$ cat src/rtl/spm_bank_scheduler.sv
// spm_bank_scheduler: round-robin sharing of interleaved latency-1 SPM banks, with a zero-fill sequencer.
module spm_bank_scheduler #(
  parameter int NumReq       = 2,
  parameter int NumBanks     = 4,
  parameter int WordsPerBank = 1024,
  parameter int DataWidth    = 64,
  parameter int AddrWidth    = 18,
  parameter bit InitOnReset  = 1'b1,
  localparam int IW = $clog2(WordsPerBank),
  localparam int SW = DataWidth / 8
) (
  input  logic                                 clk_i,
  input  logic                                 rst_i,
  input  logic                                 clear_i,
  input  logic [NumReq-1:0]                    req_i,
  output logic [NumReq-1:0]                    gnt_o,
  input  logic [NumReq-1:0][AddrWidth-1:0]     addr_i,
  input  logic [NumReq-1:0]                    we_i,
  input  logic [NumReq-1:0][DataWidth-1:0]     wdata_i,
  input  logic [NumReq-1:0][SW-1:0]            strb_i,
  output logic [NumReq-1:0]                    rvalid_o,
  output logic [NumReq-1:0][DataWidth-1:0]     rdata_o,
  output logic [NumBanks-1:0]                  bank_req_o,
  output logic [NumBanks-1:0]                  bank_we_o,
  output logic [NumBanks-1:0][IW-1:0]          bank_addr_o,
  output logic [NumBanks-1:0][DataWidth-1:0]   bank_wdata_o,
  output logic [NumBanks-1:0][SW-1:0]          bank_be_o,
  input  logic [NumBanks-1:0][DataWidth-1:0]   bank_rdata_i,
  output logic                                 init_done_o
);
  localparam int Off = $clog2(SW);
  localparam int LB  = $clog2(NumBanks);
  localparam int BW  = LB > 0 ? LB : 1;
  localparam int RW  = NumReq > 1 ? $clog2(NumReq) : 1;

  typedef enum logic [1:0] {INIT, READY, DRAIN} state_e;

  state_e                          state_q;
  logic                            init_done_q;
  logic [IW-1:0]                   cnt_q;
  logic [NumBanks-1:0][RW-1:0]     rr_q, rr_d;
  logic [NumReq-1:0]               rvalid_q;
  logic [NumReq-1:0][BW-1:0]       rbank_q;
  logic [NumReq-1:0][BW-1:0]       bank_sel;
  logic [NumReq-1:0][IW-1:0]       idx;
  logic [NumBanks-1:0]             bgnt;
  logic [NumBanks-1:0][RW-1:0]     win;
  logic [NumReq-1:0]               gnt;

  always_comb begin
    for (int r = 0; r < NumReq; r++) begin
      bank_sel[r] = NumBanks == 1 ? '0 : BW'(addr_i[r] >> Off);
      idx[r]      = IW'(addr_i[r] >> (Off + LB));
    end
  end

  // Scan downward from the pointer so the closest candidate is assigned last and wins.
  always_comb begin
    bgnt = '0;
    win  = '0;
    gnt  = '0;
    rr_d = rr_q;
    for (int b = 0; b < NumBanks; b++) begin
      for (int k = NumReq - 1; k >= 0; k--) begin
        if (state_q == READY && req_i[(int'(rr_q[b]) + k) % NumReq] &&
            bank_sel[(int'(rr_q[b]) + k) % NumReq] == BW'(b)) begin
          bgnt[b] = 1'b1;
          win[b]  = RW'((int'(rr_q[b]) + k) % NumReq);
        end
      end
      if (bgnt[b]) begin
        gnt[win[b]] = 1'b1;
        rr_d[b]     = RW'((int'(win[b]) + 1) % NumReq);
      end
    end
  end

  always_comb begin
    for (int b = 0; b < NumBanks; b++) begin
      bank_req_o[b]   = !rst_i && (state_q == INIT || bgnt[b]);
      bank_we_o[b]    = state_q == INIT || (bgnt[b] && we_i[win[b]]);
      bank_addr_o[b]  = state_q == INIT ? cnt_q : idx[win[b]];
      bank_wdata_o[b] = state_q == INIT ? '0 : wdata_i[win[b]];
      bank_be_o[b]    = state_q == INIT ? '1 : strb_i[win[b]];
    end
    for (int r = 0; r < NumReq; r++) rdata_o[r] = rvalid_q[r] ? bank_rdata_i[rbank_q[r]] : '0;
  end

  assign gnt_o       = gnt;
  assign rvalid_o    = rvalid_q;
  assign init_done_o = init_done_q;

  always_ff @(posedge clk_i or posedge rst_i) begin
    if (rst_i) begin
      state_q     <= InitOnReset ? INIT : READY;
      init_done_q <= !InitOnReset;
      cnt_q       <= '0;
      rr_q        <= '0;
      rvalid_q    <= '0;
      rbank_q     <= '0;
    end else begin
      rr_q     <= rr_d;
      rvalid_q <= gnt;
      for (int r = 0; r < NumReq; r++) if (gnt[r]) rbank_q[r] <= bank_sel[r];
      case (state_q)
        INIT: begin
          cnt_q <= cnt_q + 1'b1;
          if (cnt_q == IW'(WordsPerBank - 1)) begin
            state_q     <= READY;
            init_done_q <= 1'b1;
            cnt_q       <= '0;
          end
        end
        READY: begin
          if (clear_i) begin
            state_q     <= DRAIN;
            init_done_q <= 1'b0;
          end
        end
        default: begin
          cnt_q   <= '0;
          state_q <= INIT;
        end
      endcase
    end
  end
endmodule

$ cat config.mk
export PLATFORM = sky130hd
export DESIGN_NAME = spm_bank_scheduler
export DESIGN_NICKNAME = d
export VERILOG_FILES = /design/src/rtl/spm_bank_scheduler.sv
export SDC_FILE = /design/constraint.sdc
export NUM_CORES = 1
export LEC_CHECK = 0
export ABC_AREA = 1
export BUFFER_PORTS_ARGS = -buffer_cell sky130_fd_sc_hd__buf_2
export CORE_AREA = 2 2 355 357
export CTS_CLUSTER_DIAMETER = 120
export DETAILED_ROUTE_END_ITERATION = 10
export DIE_AREA = 0 0 357 359
export HOLD_SLACK_MARGIN = 0.08
export PLACE_DENSITY = 0.3
export SKIP_LAST_GASP = 1
export SLEW_MARGIN = 30
export SYNTH_ARGS = -nofsm -noshare
export SYNTH_HDL_FRONTEND = slang
export SYNTH_SLANG_ARGS = --single-unit
export TNS_END_PERCENT = 5
$ cat constraint.sdc
create_clock -name clk_i -period 2.35 [get_ports clk_i]
set_input_delay 0.235 -clock clk_i [delete_from_list [all_inputs] [get_ports clk_i]]
set_output_delay 0.235 -clock clk_i [all_outputs]
set_load 0.005 [all_outputs]
-- Word level (Yosys, flattened, before mapping)
Cells that the tools add are included.
- register bits after elaboration: 23
- bits in latches: 0
- bits in writable memories: 0
- bits in read-only memories: 0
- input port bits: 443
- output and inout bits: 469
- word-level logic and storage cells: 223
- memories: 0
- $add $sub $neg: 9
- multiply operators: 0
- divide/modulo/power cells: 0
- magnitude comparators: 18
- equality and inequality tests: 10
- shifts and indexed selects: 0
- muxes and demuxes: 126
- bitwise gates (word level): 7
- reductions and logical operators: 43
- operator list (kind ; number):
    $mux 64 ; 16
    $bmux 64 s2 ; 2
    $mux 10 ; 13
    $mux 8 ; 12
    $mux 2 ; 26
    $mux 1 ; 50
    $logic_and 1x1->1 ; 28
    $pmux 10 s2 ; 1
    $lt 2x3->1 const B ; 6
    $lt 1x2->1 const B ; 8
    $add 10x1->10 const B ; 1
    $eq 10x10->1 const B ; 1
    $add 1x1->1 const B ; 8
    $eq 2x2->1 const B ; 4
    $logic_or 1x1->1 ; 8
    $eq 2x1->1 const B ; 3
    $logic_not 2->1 ; 3
    $or 2x2->2 ; 3
    $and 1x1->1 const A ; 4
    $demux 1 s1 ; 4
    $ge 1x1->1 const B ; 4
    $pmux 2 s2 ; 1
    $reduce_and 3->1 ; 1
    $ne 2x1->1 const B ; 1
    5 further kinds ; 5

-- Longest topological paths before layout
Gate-level depths: netlist of the first run.
- depth after elaboration: 20
- gate-level depth with buffers: 14
- depth with buffers taken out: 12

-- Least setup slack after synthesis of the first run
OpenSTA, ideal clock, no wires.
- path type: flip-flop to output port
- start point: register state_q[1]
- end point: output bank_wdata_o[173] in the netlist's numbering
- arrival: 1.483 ns
- required time: 2.115 ns
- setup slack: 0.632 ns
- stages on the path, launching flop included: 9
- buffers on the path: 3
- cells stage by stage: dfrtp_1 -> nor2_8 -> buf_4 -> nand3_1 -> nand2_2 -> buf_6 -> buf_2 -> o21ai_0 -> a21oi_1
- RTL lines (item ; RTL line ; RTL):
    from (decl) ; 38 ; state_e state_q;
    from (signal assigned) ; 95 ; state_q <= InitOnReset ? INIT : READY;
    to (decl) ; 26 ; output logic [NumBanks-1:0][DataWidth-1:0] bank_wdata_o,

==> results by group, run 1 <==
Synth
  • Cell variety after synth: 30
  • Main synth FF type: dfrtp_1
  • Synth Area in Adders: 0.123%
  • Sequential share of the synthesized area: 5.66%
  • Mapped Area: 10200 um2
  • Mux contribution to synthesized area: 0%
  • Yosys synthesis warning count: 0
  • Post-synth EDFFs: 0
  • Post-Synth XOR/XNOR Area: 0.345%
  • Largest family of logic cells by synthesized area: compound AO/OA/AOI/OAI gates
  • Async SR Flop Fraction: 100%
  • Cells after Synth: 2026
  • FF+latch count, synth: 23
  • Complex-gate fraction of the synthesized area: 59.4%
  • Syn Area/Cell: 5.02 um2
  • Synthesized Nets: 2470
  • Simple logic cell fraction of the synthesized area: 16.4%

Worst setup path
  • Most common cell on crit path: buf_4
  • Worst EP arrival: 2.27 ns
  • Setup CP Type: register to primary output
  • Reg2reg setup slack: 0.37 ns
  • Critical-path cell list: nor2_8 > buf_4 > nand3_2 > nand3_4 > nand2_8 > bufbuf_16 > a21oi_2 > buf_4 > buf_2
  • Crit path from: state_q[1]$_DFFE_PP0P_
  • Worst r2r src: cnt_q[1]$_DFFE_PP0P_
  • Worst EP required: 2.12 ns
  • Type of origin of the critical path: register
  • CP peak stage delay: 0.45 ns
  • Worst-path maximum fanout: 9
  • Worst path slowest cell: dfrtp_2
  • CP endpoint kind: primary output

Floorplan
  • Die area: 128000 um2
  • Die Width: 357 um
  • Rows: 130
  • Boundary Pins: 912
  • Die Height: 359 um
  • Initial core utilization: 8.16%
  • CORE AREA: 125000 um2

Power and ir drop
  • PwrDens: 250 nW/um2
  • Total power: 4.83 mW
  • Leak Pwr: 9.53 nW
  • Peak supply drop: 0.198 mV

Final layout
  • Non-filler cells, final: 4602
  • Commonest cells after routing, fill and taps aside: buf_2, a21oi_1, o21ai_0
  • Final nets: 3388
  • Share of post-route cells with drive strength above 1: 41.1%
  • Final Cell Area: 19300 um2
  • Commonest non-fill, non-tap cell in the layout: buf_2
  • Area grow syn2layout: 90.1%
  • Filler cell count: 14900

Place
  • Cell Area, Placed: 17500 um2
  • Placed Cells: 4516
  • Detailed placement HPWL: 86100 um
  • Port-buffer cells: 899
  • RD Place Congestion: 0.869

Clock tree
  • CTS tree: yes
  • CTS Hold Buffers Added: 0
  • Worst skew pair latency: 0.28 ns
  • Worst-path clk slew: 0.08 ns
  • Cts bufs inserted: 3
  • H-tree level count: 1
  • Clk sinks: 23
  • CTS Root Buffer Type: clkbuf_16
  • Max Buffers Root-to-Sink: 2

Timing
  • Slew HR: 59.3%
  • Final worst-path setup slack: -0.152 ns
  • Clk_skew: 0.00204 ns
  • Final hold viol count: 0
  • Worst-Margin Slew: 0.605 ns
  • Maximum clock rate: 0.400 GHz
  • Setup TNS: -13.24 ns
  • Hold WS: 0.158 ns
  • Slew Viols, Final: 0
  • Post-layout min period: 2.50 ns
  • Period Utilization, post-route: 106%
  • RSZ-0062 raised after global routing: true
  • Final setup fails: 242

Global routing
  • Gr ovfl total: 0
  • GRT Util Overall: 14.9%
  • Vias in the first global route: 17300
  • First-pass GRT wire length: 138000 um
  • Initial antenna violation count: 53
  • Largest net degree at the start of global routing: 74

Status
  • Status: finished with violations
  • Failing checks: setup timing

Detailed routing
  • ANT nets after route: 0
  • TritonRoute pass-1 iters: 5
  • Vias/cell: 4.01
  • DRT iter0 DRCs: 1287
  • DR DRC count: 0
  • Total Wirelength: 107000 um
  • Wire per inst: 23.2 um
  • Vias: 18400

Hold path
  • Hold Crit Class: input port to register
  • Worst hold start: clear_i

Flow run
  • Max-cap check violation count: 0
[worst max-delay path: cells and delay by family, from the launching register on]
family          cells  cell delay, ns
flops               1            0.45
simple gates        4            0.55
compound gates      1            0.21
buf+inv             4            0.74
[routing by layer]
| layer | routed length [um] | global-route usage, % | vias to the layer above |
|---|---|---|---|
| li1 | - | - | 8885 |
| met1 | 42900 | 17.3 | 8625 |
| met2 | 53500 | 27.4 | 797 |
| met3 | 8400 | 3.88 | 110 |
| met4 | 1820 | 2.69 | 32 |
| met5 | 201 | 0 | - |
[synth_stat cells (2+ instances only)]
| cell type | n | share of area [%] |
|---|---|---|
| nor2_2 | 2 | 0.12 |
| buf_1 | 6 | 0.22 |
| nand2_2 | 4 | 0.25 |
| nand2_1 | 310 | 11 |
| dfrtp_1 | 23 | 5.7 |
| buf_6 | 3 | 0.33 |
| buf_4 | 14 | 1.0 |
| a21oi_1 | 517 | 25 |
| buf_2 | 56 | 2.8 |
| nor2_1 | 28 | 1.0 |
| nand4_1 | 7 | 0.43 |
| a31oi_1 | 2 | 0.12 |
| o21ai_1 | 24 | 1.2 |
| o21ai_0 | 455 | 22 |
| o211ai_1 | 131 | 9.7 |
| nand3_1 | 57 | 2.8 |
| xor2_1 | 4 | 0.34 |
| inv_1 | 234 | 8.6 |
| clkbuf_1 | 130 | 4.8 |
| o22ai_1 | 3 | 0.18 |
| inv_2 | 7 | 0.26 |
[cells by family (layout without fill, tap and decap cells)]
| kind of cell | count (synthesis) | after routing |
|---|---|---|
| other | 0 | 9 |
| xor gates and xnor gates | 4 | 4 |
| adders and majority gates | 1 | 1 |
| AOI/OAI and AO/OA | 1136 | 1136 |
| buffers and inverters | 451 | 1365 |
| and+or+nand+nor | 411 | 414 |
| DFF | 23 | 23 |
[stage by stage]
step / utilization, % / setup WS (ns)
CTS: 14.6 / -0.206
finish: 15.5 / -0.152
global route: 15.5 / -0.225
global placement: 14.0 / -0.131
detailed placement: 14.0 / -0.146
floorplan: - / 0.632
[area by class of cell]
cell class / count / area, um2 / area share (%)
Multi-Input combinational cell: 1555 / 8190 / 42.4
Timing Repair Buffer: 1120 / 7440 / 38.5
Tap cell: 1650 / 2060 / 10.7
Inverter: 241 / 920 / 4.76
Sequential cell: 23 / 597 / 3.09
Clock buffer: 3 / 75.1 / 0.389
Antenna cell: 9 / 22.5 / 0.117
Clock inverter: 1 / 7.51 / 0.0389
[sequential cells by signal (all words and copies together), names as in the netlist]
signal and flops:
rbank_q 4, init_done_o 1, rvalid_o 2, rr_q 4
cnt_q 10, state_q 2
[timing repair]
action                                  CTS  global route
pin swaps                                10            20
endpoints found under the setup margin  337           350
gates cloned                              8            21
gates resized for setup                  56           137
buffers inserted                         16            30
[power breakdown]
| part | switching, mW | internal [mW] | leakage, nW |
|---|---|---|---|
| Clock | 0.202 | 0.233 | 0.0372 |
| Sequential | 0.269 | 0.492 | 0.273 |
| Combinational | 2.22 | 1.41 | 9.22 |
| Total | 2.69 | 2.14 | 9.53 |
[final timing paths]
kind                                           end  depth (start not counted)
max                              bank_wdata_o[238]                          9
min                         state_q[0]$_DFFE_PP0P_                          2
max reg2reg                   cnt_q[9]$_DFFE_PP0P_                          8
min reg2reg                init_done_o$_DFFE_PP0P_                          2
max in group asynchronous      rr_q[3]$_DFFE_PP0P_                          3
min in group asynchronous      rr_q[1]$_DFFE_PP0P_                          3
Power figures use the tool's default switching activity.
==> run 2, diff against run 1 <==
--- a/config.mk
+++ b/config.mk
@@ -13,6 +13,7 @@
 export DIE_AREA = 0 0 357 359
 export HOLD_SLACK_MARGIN = 0.08
 export PLACE_DENSITY = 0.3
+export RECOVER_POWER = 25
 export SKIP_LAST_GASP = 1
 export SLEW_MARGIN = 30
 export SYNTH_ARGS = -nofsm -noshare
==> run 2 against run 1 <==
- the flow still finishes with violations (setup timing)
- combinational power about the same
- via count barely moved
- maximum frequency hardly changed
- first-iteration DRC count is 0.31% higher
- final area is essentially flat
- sequential cell count unchanged
- clock skew barely moved
- register-to-register slack is essentially flat
- worst setup slack improved by 0.0020 ns
==> results by group, run 2 (synthesis gave the netlist of run 1 again) <==
Place
  • Port-buffer cells: 899
  • RD Place Congestion: 0.869
  • Detailed placement HPWL: 86100 um

Worst setup path
  • Setup CP Type: register to primary output
  • Cells on worst reg2reg path: 8
  • CP peak stage delay: 0.45 ns
  • Worst-path maximum fanout: 9
  • Most common cell on crit path: buf_4
  • Worst path slowest cell: dfrtp_2
  • Critical-path cell list: nor2_8 > buf_4 > nand3_2 > nand3_4 > nand2_8 > bufbuf_16 > a21oi_2 > buf_4 > buf_2
  • Worst EP arrival: 2.27 ns
  • CP endpoint kind: primary output
  • Type of origin of the critical path: register
  • Worst EP required: 2.12 ns

Final layout
  • Top flop regs: cnt_q: 10 flops, rbank_q: 4 flops, rr_q: 4 flops
  • Filler cell count: 14900
  • Share of post-route cells with drive strength above 1: 41.0%
  • Area grow syn2layout: 89.9%
  • Commonest cells after routing, fill and taps aside: buf_2, a21oi_1, o21ai_0
  • Most flop-heavy register: cnt_q
  • Final nets: 3388
  • Max reg flops: 10
  • Final Util: 15.5%
  • Commonest non-fill, non-tap cell in the layout: buf_2

Timing
  • Worst-Margin Slew: 0.959 ns
  • Hold WS: 0.158 ns
  • Slew HR: 36.1%
  • Final setup fails: 242
  • RSZ-0062 raised after global routing: true
  • Final worst-path setup slack: -0.150 ns
  • Maximum clock rate: 0.400 GHz
  • Post-layout min period: 2.50 ns
  • Period Utilization, post-route: 106%
  • Final hold viol count: 0
  • Clk_skew: 0.00214 ns
  • Slew Viols, Final: 0

Detailed routing
  • ANT nets after route: 0
  • Vias/cell: 4.01
  • Total Wirelength: 107000 um
  • DR DRC count: 0
  • Wire per inst: 23.2 um
  • TritonRoute pass-1 iters: 5
  • Vias: 18500
  • DRT iter0 DRCs: 1291

Clock tree
  • Cts bufs inserted: 3
  • Worst-path clk slew: 0.08 ns
  • Clk sinks: 23
  • CTS Hold Buffers Added: 0
  • CTS tree: yes
  • CTS Root Buffer Type: clkbuf_16
  • Max Buffers Root-to-Sink: 2
  • H-tree level count: 1
  • Worst skew pair latency: 0.28 ns

Global routing
  • Largest net degree at the start of global routing: 74
  • First-pass GRT wire length: 138000 um
  • Gr ovfl total: 0
  • GRT Util Overall: 14.9%
  • Initial antenna violation count: 53
  • Vias in the first global route: 17300

Floorplan
  • Die Width: 357 um
  • Rows: 130
  • Die area: 128000 um2
  • CORE AREA: 125000 um2
  • Die Height: 359 um
  • Initial core utilization: 8.16%
  • Boundary Pins: 912

Power and ir drop
  • PwrDens: 250 nW/um2
  • Leak Pwr: 9.51 nW
  • Peak supply drop: 0.198 mV

Flow run
  • Max-cap check violation count: 0

Hold path
  • Hold Crit Class: input port to register
  • Hold Path Depth: 2

Status
  • Failing checks: setup timing
  • Status: finished with violations
-- run 2: cell count changes in the layout (fill, tap and decap cells not counted), sizes merged --
cell / change
buf: -5
clkbuf: +5
-- run 2: repair_timing --
item                       CTS  global route
pin swaps                   10            20
resized for setup           56           137
gates cloned                 8            21
setup endpoints to repair  337           350
setup buffers               16            30
-- run 2: area by class of cell --
cell class | instances | area (um2) | share of cell area, %
Timing Repair Buffer | 1120 | 7430 | 38.5
Multi-Input combinational cell | 1555 | 8190 | 42.4
Clock inverter | 1 | 7.51 | 0.0389
Antenna cell | 9 | 22.5 | 0.117
Tap cell | 1650 | 2060 | 10.7
Sequential cell | 23 | 597 | 3.09
Clock buffer | 3 | 75.1 | 0.389
Inverter | 241 | 920 | 4.76
-- run 2: per-layer routing --
| layer | GRT usage, % | wire length, um |
|---|---|---|
| met3 | 3.88 | 8380 |
| met1 | 17.3 | 43000 |
| met4 | 2.69 | 1830 |
| met2 | 27.4 | 53600 |
| met5 | 0 | 202 |
-- run 2: where the power goes --
group	leakage (nW)	internal (mW)	switching, mW	total (mW)
Clock	0.0372	0.233	0.202	0.435
Combinational	9.20	1.41	2.22	3.63
Sequential	0.273	0.492	0.269	0.761
-- run 2: stage by stage --
stage / TNS [ns] / setup slack (ns) / instances / power (mW) / area (um2)
2_1_floorplan: 0 / 0.632 / 2026 / 2.60 / 10200
3_3_place_gp: -0.484 / -0.131 / 4516 / 4.38 / 17500
3_5_place_dp: -0.558 / -0.146 / 4516 / 4.37 / 17500
4_1_cts: -33.01 / -0.206 / 4543 / 4.86 / 18200
5_1_grt: -50.85 / -0.225 / 4597 / 5.31 / 19300
6_report: -13.28 / -0.150 / 4602 / 4.83 / 19300
-- run 2: critical path: cells and delay by family, from the launching register on --
kind | cells | cell delay [ns]
compound gates | 1 | 0.21
buf+inv | 4 | 0.74
flops | 1 | 0.45
simple gates | 4 | 0.55
-- run 2: worst paths after layout --
kind / slack, ns / start / endpoint
setup / recovery: -0.15 / state_q[1]$_DFFE_PP0P_ / bank_wdata_o[238]
hold / removal: 0.16 / clear_i / state_q[0]$_DFFE_PP0P_
setup reg to reg: 0.37 / cnt_q[1]$_DFFE_PP0P_ / cnt_q[9]$_DFFE_PP0P_
hold reg to reg: 0.52 / init_done_o$_DFFE_PP0P_ / init_done_o$_DFFE_PP0P_
max in group asynchronous: 1.22 / rst_i / rr_q[3]$_DFFE_PP0P_
min in group asynchronous: 0.31 / rst_i / rr_q[1]$_DFFE_PP0P_
==> run 3, diff against run 2 <==
--- a/config.mk
+++ b/config.mk
@@ -7,10 +7,10 @@
 export LEC_CHECK = 0
 export ABC_AREA = 1
 export BUFFER_PORTS_ARGS = -buffer_cell sky130_fd_sc_hd__buf_2
-export CORE_AREA = 2 2 355 357
+export CORE_AREA = 2 2 350 352
 export CTS_CLUSTER_DIAMETER = 120
 export DETAILED_ROUTE_END_ITERATION = 10
-export DIE_AREA = 0 0 357 359
+export DIE_AREA = 0 0 352 354
 export HOLD_SLACK_MARGIN = 0.08
 export PLACE_DENSITY = 0.3
 export RECOVER_POWER = 25
==> run 3 against run 2 <==
- final area is 0.91% lower
- utilization is 0.33 points higher
- sequential power decreased by 6.7%
- highest routed layer unchanged
- maximum frequency down 1.2%
- register-to-register slack improved by 0.07 ns
- sequential share of layout area barely moved
- the run still ends with setup timing left
- non-clock buffer count is 17 higher
- total power increased by 1.6%
- routed wire length fell by 4.4%
- worst hold slack gained 0.0075 ns
==> results by group, run 3 (synthesis gave the netlist of run 1 again) <==
Timing
  • Period Utilization, post-route: 108%
  • Worst-Margin Slew: 0.632 ns
  • Slew Viols, Final: 0
  • Hold WS: 0.166 ns
  • Slew HR: 57.9%
  • Clk_skew: 0.00978 ns
  • Final worst-path setup slack: -0.181 ns
  • Final setup fails: 234
  • Final hold viol count: 0
  • Setup TNS: -12.66 ns
  • Maximum clock rate: 0.395 GHz
  • RSZ-0062 raised after global routing: true
  • Post-layout min period: 2.53 ns

Global routing
  • Largest net degree at the start of global routing: 109
  • Initial antenna violation count: 32
  • Gr ovfl total: 0
  • First-pass GRT wire length: 138000 um
  • Vias in the first global route: 17500
  • GRT Util Overall: 15.1%

Clock tree
  • CTS Root Buffer Type: clkbuf_16
  • Clk sinks: 23
  • CTS tree: yes
  • Worst-path clk slew: 0.08 ns
  • H-tree level count: 1
  • Cts bufs inserted: 3
  • Worst skew pair latency: 0.29 ns
  • CTS Hold Buffers Added: 0
  • Max Buffers Root-to-Sink: 2

Floorplan
  • Die Height: 354 um
  • Initial core utilization: 8.40%
  • Rows: 128
  • Die Width: 352 um
  • CORE AREA: 121000 um2
  • Die area: 125000 um2
  • Boundary Pins: 912

Worst setup path
  • Worst EP arrival: 2.30 ns
  • Worst EP required: 2.12 ns
  • Type of origin of the critical path: register
  • Worst-path maximum fanout: 10
  • Setup CP Type: register to primary output
  • CP endpoint kind: primary output

Detailed routing
  • Total Wirelength: 102000 um
  • DRT iter0 DRCs: 1381
  • Vias: 18600
  • Vias/cell: 4.04
  • TritonRoute pass-1 iters: 9
  • ANT nets after route: 0
  • DR DRC count: 0
  • Wire per inst: 22.2 um

Hold path
  • Hold Crit Class: input port to register

Final layout
  • Final nets: 3405
  • Non-filler cells, final: 4599
  • Share of post-route cells with drive strength above 1: 41.3%
  • Max reg flops: 10
  • Commonest non-fill, non-tap cell in the layout: buf_2
  • Filler cell count: 14300
  • Most flop-heavy register: cnt_q
  • Area grow syn2layout: 88.2%
  • Commonest cells after routing, fill and taps aside: buf_2, a21oi_1, o21ai_0
  • Top flop regs: cnt_q: 10 flops, rbank_q: 4 flops, rr_q: 4 flops

Status
  • Status: finished with violations
  • Failing checks: setup timing

Power and ir drop
  • Peak supply drop: 0.207 mV
  • Total power: 4.91 mW
  • PwrDens: 257 nW/um2
  • Leak Pwr: 9.49 nW

Place
  • Port-buffer cells: 899
  • Detailed placement HPWL: 83900 um
  • RD Place Congestion: 0.909
  • Placed Cells: 4509

Flow run
  • Max-cap check violation count: 0
==> run 3: per-layer routing <==
metal | GRT usage, % | wire, um
met4 | 3.49 | 2340
met1 | 18.3 | 41600
met3 | 3.31 | 7210
met2 | 27.1 | 51000
met5 | 0 | 90
==> run 3: report_power, final <==
part / switching [mW] / internal [mW] / leakage [nW]
Sequential: 0.217 / 0.493 / 0.271
Clock: 0.208 / 0.233 / 0.0372
Combinational: 2.27 / 1.49 / 9.18
==> run 3: worst paths after layout <==
check                                        start                      end  slack, ns  depth (start not counted)
max                            rr_q[2]$_DFFE_PP0P_        bank_wdata_o[176]      -0.18                         10
min                                        clear_i   state_q[0]$_DFFE_PP0P_       0.17                          2
max reg2reg                    rr_q[3]$_DFFE_PP0P_   rbank_q[1]$_DFFE_PP0P_       0.44                         15
min reg2reg                init_done_o$_DFFE_PP0P_  init_done_o$_DFFE_PP0P_       0.53                          2
max in group asynchronous                    rst_i     cnt_q[7]$_DFFE_PP0P_       1.59                          3
min in group asynchronous                    rst_i   rbank_q[2]$_DFFE_PP0P_       0.20                          3
==> run 3: layout make-up <==
cell class | count | area (um2) | area share [%]
well taps | 1625 | 2030 | 10.6
repair buffers | 1137 | 7310 | 38.2
flip-flops and latches | 23 | 598 | 3.13
clock buffers | 3 | 75.1 | 0.393
clock inverters | 1 | 7.51 | 0.0393
inverters | 241 | 928 | 4.85
diodes | 14 | 35.0 | 0.183
multi-input cells | 1555 | 8140 | 42.6
==> run 3: critical path: stages (launching register included) <==
cell and delay (ns):
dfrtp_2 0.46, nor2_1 0.11, nand2_1 0.06, nand2_1 0.09, nand2_1 0.08, nand2_2 0.13, nand2_8 0.12, buf_4 0.17
bufbuf_16 0.27, a21oi_1 0.32, buf_2 0.18
==> run 3: timing repair <==
action,CTS,global route
setup buffers,48,14
gates resized for setup,116,53
pin swaps,26,10
endpoints found under the setup margin,333,356
gates cloned,8,10
==> run 3: through the flow <==
step                      instance area [um2]  setup slack (ns)  util, %
after floorplan                         10200             0.632        -
after global placement                  17600            -0.111     14.5
after detailed placement                17600           -0.0820     14.5
after CTS                               18700            -0.181     15.4
after global routing                    19100            -0.280     15.8
final                                   19100            -0.181     15.8
